--- src/rtl/gpio_dbus_master.sv ---
// gpio_dbus_master
// Initiator side of the peripheral data bus. Accepts one core load/store at a
// time, decodes it onto one of five GPIO-window responders (A, B, C, switches,
// LEDs), drives the registered bus request and waits for the responder ack.
// A saturating timeout counter converts a hung access into an error response.
// Illegal requests (outside the window, misaligned, no byte enables, or a write
// to the read-only switch block) never reach the bus and are answered with an
// error on the following cycle.
module gpio_dbus_master #(
  parameter logic [31:0] BASE_ADDR      = 32'h4000_0000,
  parameter int          TIMEOUT_CYCLES = 16,
  parameter int          TO_W           = 5
) (
  input  logic        clk,
  input  logic        rst,
  input  logic        core_req_i,
  input  logic        core_we_i,
  input  logic [31:0] core_addr_i,
  input  logic [31:0] core_wdata_i,
  input  logic [3:0]  core_be_i,
  output logic        core_ready_o,
  output logic        core_rvalid_o,
  output logic [31:0] core_rdata_o,
  output logic        core_err_o,
  output logic        gpioA_sel_o,
  output logic        gpioB_sel_o,
  output logic        gpioC_sel_o,
  output logic        gpsw_sel_o,
  output logic        gpled_sel_o,
  output logic        peri_req_o,
  output logic        peri_we_o,
  output logic [7:0]  peri_addr_o,
  output logic [31:0] peri_wdata_o,
  output logic [3:0]  peri_be_o,
  input  logic        peri_ack_i,
  input  logic [31:0] peri_rdata_i
);

  localparam logic [1:0] ST_IDLE   = 2'd0;
  localparam logic [1:0] ST_ACCESS = 2'd1;
  localparam logic [1:0] ST_RESP   = 2'd2;

  // Last legal byte offset of the five 0x100-byte targets.
  localparam logic [32:0] WIN_LAST = 33'h0_0000_04FF;
  // Counter value seen during the final allowed ACCESS cycle.
  localparam logic [TO_W-1:0] TO_LAST = TO_W'(TIMEOUT_CYCLES - 1);
  localparam logic [TO_W-1:0] TO_SAT  = TO_W'(TIMEOUT_CYCLES);

  // Target index 3 is the switch block, which is read-only.
  localparam logic [2:0] IDX_GPSW = 3'd3;

  logic [1:0]      state;
  logic [4:0]      sel_q;
  logic            req_q;
  logic            we_q;
  logic [7:0]      addr_q;
  logic [31:0]     wdata_q;
  logic [3:0]      be_q;
  logic [31:0]     rdata_q;
  logic            err_q;
  logic [TO_W-1:0] to_cnt;

  logic            dec_legal;
  logic [4:0]      dec_sel;
  logic            to_hit;

  // Returns {legal, one-hot select}. The subtraction is done one bit wider so
  // that addresses below the base wrap to a huge offset and fail the range test.
  function automatic logic [5:0] decode_target(input logic [31:0] addr,
                                               input logic        we,
                                               input logic [3:0]  be);
    logic [32:0] off;
    logic [2:0]  idx;
    logic [4:0]  sel;
    logic        legal;
    off   = {1'b0, addr} - {1'b0, BASE_ADDR};
    idx   = off[10:8];
    sel   = 5'b0;
    legal = (off <= WIN_LAST) && (addr[1:0] == 2'b00) && (be != 4'b0000);
    if (legal && we && (idx == IDX_GPSW)) begin
      legal = 1'b0;
    end
    if (legal) begin
      sel = 5'b00001 << idx;
    end
    return {legal, sel};
  endfunction

  // Address decode of the live core request (only used while IDLE).
  always_comb begin
    {dec_legal, dec_sel} = decode_target(core_addr_i, core_we_i, core_be_i);
  end

  assign to_hit = (to_cnt == TO_LAST);

  // Transaction FSM with request latch, responder wait and timeout counter.
  always_ff @(posedge clk) begin
    if (rst) begin
      state   <= ST_IDLE;
      sel_q   <= 5'b0;
      req_q   <= 1'b0;
      we_q    <= 1'b0;
      addr_q  <= 8'h00;
      wdata_q <= 32'h0;
      be_q    <= 4'h0;
      rdata_q <= 32'h0;
      err_q   <= 1'b0;
      to_cnt  <= '0;
    end else begin
      case (state)
        ST_IDLE: begin
          to_cnt <= '0;
          if (core_req_i) begin
            we_q    <= core_we_i;
            addr_q  <= core_addr_i[7:0];
            wdata_q <= core_wdata_i;
            be_q    <= core_be_i;
            if (dec_legal) begin
              sel_q <= dec_sel;
              req_q <= 1'b1;
              state <= ST_ACCESS;
            end else begin
              rdata_q <= 32'h0;
              err_q   <= 1'b1;
              state   <= ST_RESP;
            end
          end
        end
        ST_ACCESS: begin
          if (to_cnt != TO_SAT) begin
            to_cnt <= to_cnt + 1'b1;
          end
          // Ack takes priority over a timeout landing in the same cycle.
          if (peri_ack_i) begin
            rdata_q <= we_q ? 32'h0 : peri_rdata_i;
            err_q   <= 1'b0;
            sel_q   <= 5'b0;
            req_q   <= 1'b0;
            state   <= ST_RESP;
          end else if (to_hit) begin
            rdata_q <= 32'h0;
            err_q   <= 1'b1;
            sel_q   <= 5'b0;
            req_q   <= 1'b0;
            state   <= ST_RESP;
          end
        end
        ST_RESP: begin
          to_cnt <= '0;
          state  <= ST_IDLE;
        end
        default: begin
          sel_q  <= 5'b0;
          req_q  <= 1'b0;
          to_cnt <= '0;
          state  <= ST_IDLE;
        end
      endcase
    end
  end

  assign core_ready_o  = (state == ST_IDLE);
  assign core_rvalid_o = (state == ST_RESP);
  // Response fields are only meaningful with the strobe; keep them quiet otherwise.
  assign core_rdata_o  = core_rvalid_o ? rdata_q : 32'h0;
  assign core_err_o    = core_rvalid_o & err_q;

  assign gpioA_sel_o  = sel_q[0];
  assign gpioB_sel_o  = sel_q[1];
  assign gpioC_sel_o  = sel_q[2];
  assign gpsw_sel_o   = sel_q[3];
  assign gpled_sel_o  = sel_q[4];

  assign peri_req_o   = req_q;
  assign peri_we_o    = we_q;
  assign peri_addr_o  = addr_q;
  assign peri_wdata_o = wdata_q;
  assign peri_be_o    = be_q;

endmodule

--- config.mk ---
export PLATFORM = sky130hd
export DESIGN_NAME = gpio_dbus_master
export DESIGN_NICKNAME = d
export VERILOG_FILES = /design/src/rtl/gpio_dbus_master.sv
export SDC_FILE = /design/constraint.sdc
export NUM_CORES = 1
export LEC_CHECK = 0
export CAP_MARGIN = 20
export CORE_MARGIN = 2
export CORE_UTILIZATION = 42
export CTS_BUF_LIST = sky130_fd_sc_hd__clkbuf_8
export DETAILED_ROUTE_END_ITERATION = 7
export GPL_TIMING_DRIVEN = 1
export HOLD_SLACK_MARGIN = 0.08
export PLACE_DENSITY = 0.92
export SYNTH_ARGS = -nofsm -noshare
export SYNTH_HDL_FRONTEND = slang
export SYNTH_SLANG_ARGS = --single-unit
--- constraint.sdc ---
create_clock -name clk -period 2.2 [get_ports clk]
set_input_delay 0.33 -clock clk [delete_from_list [all_inputs] [get_ports clk]]
set_output_delay 0.33 -clock clk [all_outputs]
set_load 0.02 [all_outputs]
# --- After elaboration in Yosys (flattened, before gate mapping) ---
# Cells that the tools add are included.
totals:
  regBits: 91
  elab_cells: 67
  ram_bits: 0
  mem_count: 0
  latchBits: 0
  mem_bits_ro: 0
classes:
  n_addsub: 2
  n_shift: 1
  div_mod_pow: 0
  multipliers: 0
  magnitude_cmp: 1
  n_eq_ne: 9
  reduce_logical: 13
  bitwise_logic: 3
  n_mux: 28
op_table:
  columns: ["cell", "count"]
  rows:
  - ["32-bit two-way mux", 6]
  - ["32-bit case mux with 2 select lines", 1]
  - ["33-bit by 11-bit <= comparator with 1-bit output (second input constant)", 1]
  - ["32-bit by 31-bit subtractor with 33-bit output (second input constant)", 1]
  - ["5-bit two-way mux", 4]
  - ["5-bit case mux with 3 select lines", 1]
  - ["1-bit two-way mux", 9]
  - ["2-bit two-way mux", 4]
  - ["4-bit AND reduction", 2]
  - ["5-bit by 1-bit adder with 5-bit output (second input constant)", 1]
  - ["5-bit by 4-bit equality test with 1-bit output (second input constant)", 1]
  - ["5-bit != test (second input constant)", 1]
  - ["1-bit by 3-bit << shifter with 5-bit output (first input constant)", 1]
  - ["1-bit logical AND", 4]
  - ["2-bit logical NOT", 2]
  - ["2-bit != test (second input constant)", 2]
  - ["2-bit case mux with 2 select lines", 1]
  - ["2-bit AND reduction", 2]
  - ["4-bit nonzero test", 1]
  - ["3-bit by 2-bit equality test with 1-bit output (second input constant)", 1]
  - ["3-bit != test (second input constant)", 1]
  - ["1-bit case mux with 3 select lines", 1]
  - ["2-bit by 1-bit equality test with 1-bit output (second input constant)", 1]
  - ["2-bit equality test (second input constant)", 1]
  - ["other kinds (6)", 7]

# --- Depth between registers and ports, before layout ---
# Gate-level depths: netlist of run 1.
logic_depth:
  depth_word: 10
  mapped_depth: 9
  depth_no_buf: 7

# --- Worst setup path after synthesis of run 1 ---
# No wires, ideal clock.
synth_timing:
  path_type: "input-to-reg"
  from: "in core_addr_i[30]"
  to: "reg req_q, in the netlist peri_req_o"
  setup_slack_ns: 0.178
  stages: 7
  setup_ns: 0.121
  arrival_time_ns: 1.901
  path_cell_list: "inv_1 > ha_1 > or4b_1 > or4_4 > o211ai_4 > nand3b_4 > mux2i_1"
synth_between:
  elab_chain_len: 9
synth_rtl:
  columns: ["item", "line_no", "rtl"]
  rows:
  - ["start, declared", "18", "input logic [31:0] core_addr_i,"]
  - ["32-bit by 31-bit subtractor with 33-bit output (*)", "76", "off = {1'b0, addr} - {1'b0, BASE_ADDR};"]
  - ["33-bit by 11-bit <= comparator with 1-bit output (*)", "79", "legal = (off <= WIN_LAST) && (addr[1:0] == 2'b00) && (be != 4'b0000);"]
  - ["1-bit logical AND (*) (2 in series)", "79", null]
  - ["1-bit logical AND (2 in series)", "80", "if (legal && we && (idx == IDX_GPSW)) begin"]
  - ["1-bit two-way mux (*)", "80", null]
  - ["2-bit by 1-bit != test with 1-bit output (no source line) (*)", null, null]
  - ["4-bit AND reduction (no source line) (*)", null, null]
  - ["end signal, assigned", "101", "req_q <= 1'b0;"]
  - ["end signal, assigned", "120", "req_q <= 1'b1;"]
  - ["end signal, assigned", "138", "req_q <= 1'b0;"]
  - ["end, declared", "54", "logic req_q;"]
# Mark *: on every way between the ends. The rest lies on a longest branch, timed or not.
# A chain may end at the register's enable or synchronous reset.

# --- Worst setup path after layout of run 1 ---
layout_timing:
  from: "in core_addr_i[31]"
  to: "reg rdata_q[17]"
layout_between:
  elab_chain_len: 9
layout_rtl:
  columns: ["item", "line_no", "rtl"]
  rows:
  - ["32-bit by 31-bit subtractor with 33-bit output (*)", "76", null]
  - ["33-bit by 11-bit <= comparator with 1-bit output (*)", "79", null]
  - ["1-bit logical AND (*) (2 in series)", "79", null]
  - ["1-bit logical AND (2 in series)", "80", null]
  - ["1-bit two-way mux (*)", "80", null]
  - ["2-bit != test (no source line) (*)", null, null]
  - ["4-bit AND reduction (no source line) (*)", null, null]
  - ["end signal, assigned", "135", "rdata_q <= we_q ? 32'h0 : peri_rdata_i;"]
  - ["end, declared", "59", "logic [31:0] rdata_q;"]
# Marked as above.

==> results.txt, run 1 <==
Row count -> 35
Global-route wire length before repair -> 19100 um
Filler Cell Count -> 694
DR DRC count -> 0
Met2 WL -> 6290 um
Post-synthesis mux area share -> 0.0177
Reg area -> 1820 um2
Worst Min Path Start -> rst
Post-DP HPWL -> 8900 um
Drt wl/cell -> 15.6 um
Largest net degree at the start of global routing -> 58
Reg-to-Reg End -> rdata_q[13]
Die area -> 10200 um2
Yosys warns -> 0
Register bit count reported by yosys -> 91
Worst slack, placed -> -0.489 ns
CP cell instances -> clkdlybuf4s15_2 > inv_2 > ha_1 > or4b_1 > or4_4 > o211ai_4 > buf_6 > buf_12 > nand4_1 > a21oi_2
Drt pass-1 iters -> 4
Inst Count DP -> 760
Worst Setup SP -> core_addr_i[31]
Worst r2r src -> to_cnt[1]
Top post-synthesis cells by area -> dfxtp_1 46%, a21oi_1 10%, nand2_1 9.6%, a22oi_1 6.1%, nand4_1 5.5%
Clock sinks -> 91
Worst hold endpoint -> peri_wdata_o[2]
Area after DPL -> 6000 um2
Port Buffer Count -> 190
Flop-to-flop setup slack -> 0.14 ns
Synthesized net count -> 588
Synth Area per Inst -> 8.26 um2
Worst r2r path cells -> 8
H-tree depth -> 3
F_max -> 0.479 GHz
Area of the multi-input gates -> 1920 um2
Post-route ant nets -> 0
Peak fanout along the critical path -> 8
Final Max Slew Viols -> 0
CTS tree -> done
Hold Crit Depth -> 2
Post-CTS Hold Buffers -> 0
Arrival @ worst endpoint -> 2.36 ns
Met3 Wirelength -> 947 um
Synth Area in XOR/XNOR -> 0.00665
VDD IR-drop max -> 346 uV
Slew @ Worst Pin -> 0.603 ns
Top-count cell post-synth -> nand2_1
Gr usage total -> 0.234
Ys flop type -> dfxtp_1
Met1 wire length -> 4710 um
Async S/R FF share, synth -> 0
Die X -> 101 um
GRT overflow -> 0
RSZ-0062 raised after global routing -> no
Category of the most critical setup path -> in -> reg
Post-synthesis cell type count -> 39
# setup viols final -> 0
Initial core utilization -> 0.430
Synth Area in Simple Gates -> 0.261
CP max-delay cell -> or4b_1
Netlist Area Pre-Place -> 3950 um2
Final Non-Filler Cells -> 781
Iteration-0 DRC Markers -> 171
Vias in the first global route -> 4115
Seq/Total Area, Yosys -> 0.461
Commonest cells post-synth -> 101 x nand2_1, 91 x dfxtp_1, 79 x a21oi_1
Worst Path Required -> 2.48 ns
Via density per instance -> 5.37
Via count -> 4194
Final Cell Area -> 6340 um2
Total power per unit cell area -> 551 nW/um2
Pleak -> 2.77 nW
Net count, final -> 776
CTS buffer count -> 9
Hold WC Path Type -> in -> reg
Clock Path Buffers -> 2
Final number of hold-violating endpoints -> 0
Tcrit/Tclk final -> 0.949
Max-Cap Viols -> 0
Max layer used -> met4
Routability cong. -> 0.823
Delay of the slowest cell on the worst path -> 0.51 ns
Initial antenna violation count -> 0
IO Count -> 191
Element type at the critical path end -> flop
Layout area overhead -> 60.6%
# diodes -> 0
Synth top area share -> 0.461
CORE AREA -> 9200 um2
Main combinational cell family by area after synthesis -> simple AND/OR/NAND/NOR gates
Layout cells sized above 1 -> 0.0836
Clk pin slew, worst setup/hold paths -> 0.10 ns
Post-synthesis compound-gate area fraction -> 0.179
Cells after synthesis -> 478
Hold slack -> 0.426 ns
Clock latency on the worst-skew pair -> 0.35 ns
Slew headroom -> 0.598
Final wirelength -> 12200 um
Critical Path Source Type -> primary input
Number of synthesized flops with an enable pin -> 0
Final setup margin -> 0.113 ns
Chip Height -> 101 um
Min Tclk post-route -> 2.09 ns
Largest area contributor in the netlist -> dfxtp_1
Setup TNS -> 0 ns
Adder-cell share of the synthesized area -> 0.0158
Setup skew after layout -> 0.0136 ns
Status -> complete, no violations
Clock root cell -> clkbuf_8
report_power, final:
part / switching (W) / internal, W
Combinational: 0.000278 / 0.000336
Clock: 0.000599 / 0.000557
Sequential: 0.0000273 / 0.00170
Total: 0.000904 / 0.00259
area by class of cell:
cell class | count | share of cell area
clock inverter | 5 | 0.00986
timing repair buffer | 216 | 0.352
sequential | 91 | 0.287
inverter | 9 | 0.00552
clock buffer | 10 | 0.0217
multi-input combinational | 339 | 0.302
tap | 111 | 0.0219
per-stage QoR:
step / total power, W / utilization
after global routing: 0.00363 / 0.690
after global placement: 0.00233 / 0.653
after detailed placement: 0.00235 / 0.653
final: 0.00349 / 0.690
after floorplan: 0.00199 / -
after CTS: 0.00352 / 0.683
cells in the final DEF (no fill, tap or decap), drive strengths merged, types with 2 or more instances in the layout:
| master | count |
|---|---|
| nand3 | 3 |
| mux2i | 7 |
| nand2 | 101 |
| a22oi | 32 |
| dlymetal6s2s | 23 |
| xnor2 | 2 |
| nor2 | 12 |
| dlygate4sd2 | 13 |
| and2 | 34 |
| buf | 28 |
| clkdlybuf4s50 | 151 |
| a21oi | 79 |
| nor4 | 4 |
| ha | 5 |
| nand3b | 3 |
| clkbuf | 10 |
| nand4 | 35 |
| inv | 9 |
| dfxtp | 91 |
| clkinvlp | 3 |
| or3 | 3 |
| nor3 | 4 |
state kept, by name, summed over array words and instances, names as in the netlist:
signal and flops:
peri_addr_o 8, peri_we_o 1, sel_q 5, peri_wdata_o 32, err_q 1, peri_req_o 1, rdata_q 32, peri_be_o 4
state 2, to_cnt 5
what timing repair did:
| action | 4_1_cts | 5_1_grt |
|---|---|---|
| hold endpoints to repair | 0 | 0 |
| pin swaps | 4 | 2 |
| cloned | 2 | 0 |
| gates resized for setup | 28 | 24 |
| setup endpoints to repair | 65 | 62 |
| setup buffers | 4 | 0 |
logic make-up after synthesis:
kind of cell             after synthesis
flip-flops                            91
adder cells (fa/ha/maj)                5
XOR/XNOR                               3
AO/OA/AOI/OAI                        118
multiplexers                           7
AND/OR/NAND/NOR                      206
buffers and inverters                 48
worst max-delay path: cells and delay by family:
kind            cells  cell delay, ns
compound gates      2            0.32
fa+ha+maj           1            0.16
buf+inv             4            0.48
simple gates        3            1.08
worst max path at each step:
stage,end,slack (ns)
after floorplan,peri_req_o,0.18
after global placement,rdata_q[29],-0.39
after detailed placement,rdata_q[24],-0.49
after CTS,core_rdata_o[11],0.001
after global routing,peri_req_o,0.0004
final,rdata_q[17],0.11
metal layers:
metal / track usage / vias to the layer above
met5: 0 / -
met1: 0.257 / 1963
met3: 0.0617 / 21
met4: 0.0832 / 0
met2: 0.430 / 161
li1: - / 2049
(Power assumes the default switching activity.)
==> run 2, diff against run 1 <==
--- a/config.mk
+++ b/config.mk
@@ -11,7 +11,6 @@
 export CTS_BUF_LIST = sky130_fd_sc_hd__clkbuf_8
 export DETAILED_ROUTE_END_ITERATION = 7
 export GPL_TIMING_DRIVEN = 1
-export HOLD_SLACK_MARGIN = 0.08
 export PLACE_DENSITY = 0.92
 export SYNTH_ARGS = -nofsm -noshare
 export SYNTH_HDL_FRONTEND = slang
==> results of run 2 <==
Final layout, timing and power as in run 1 (identical DEF).
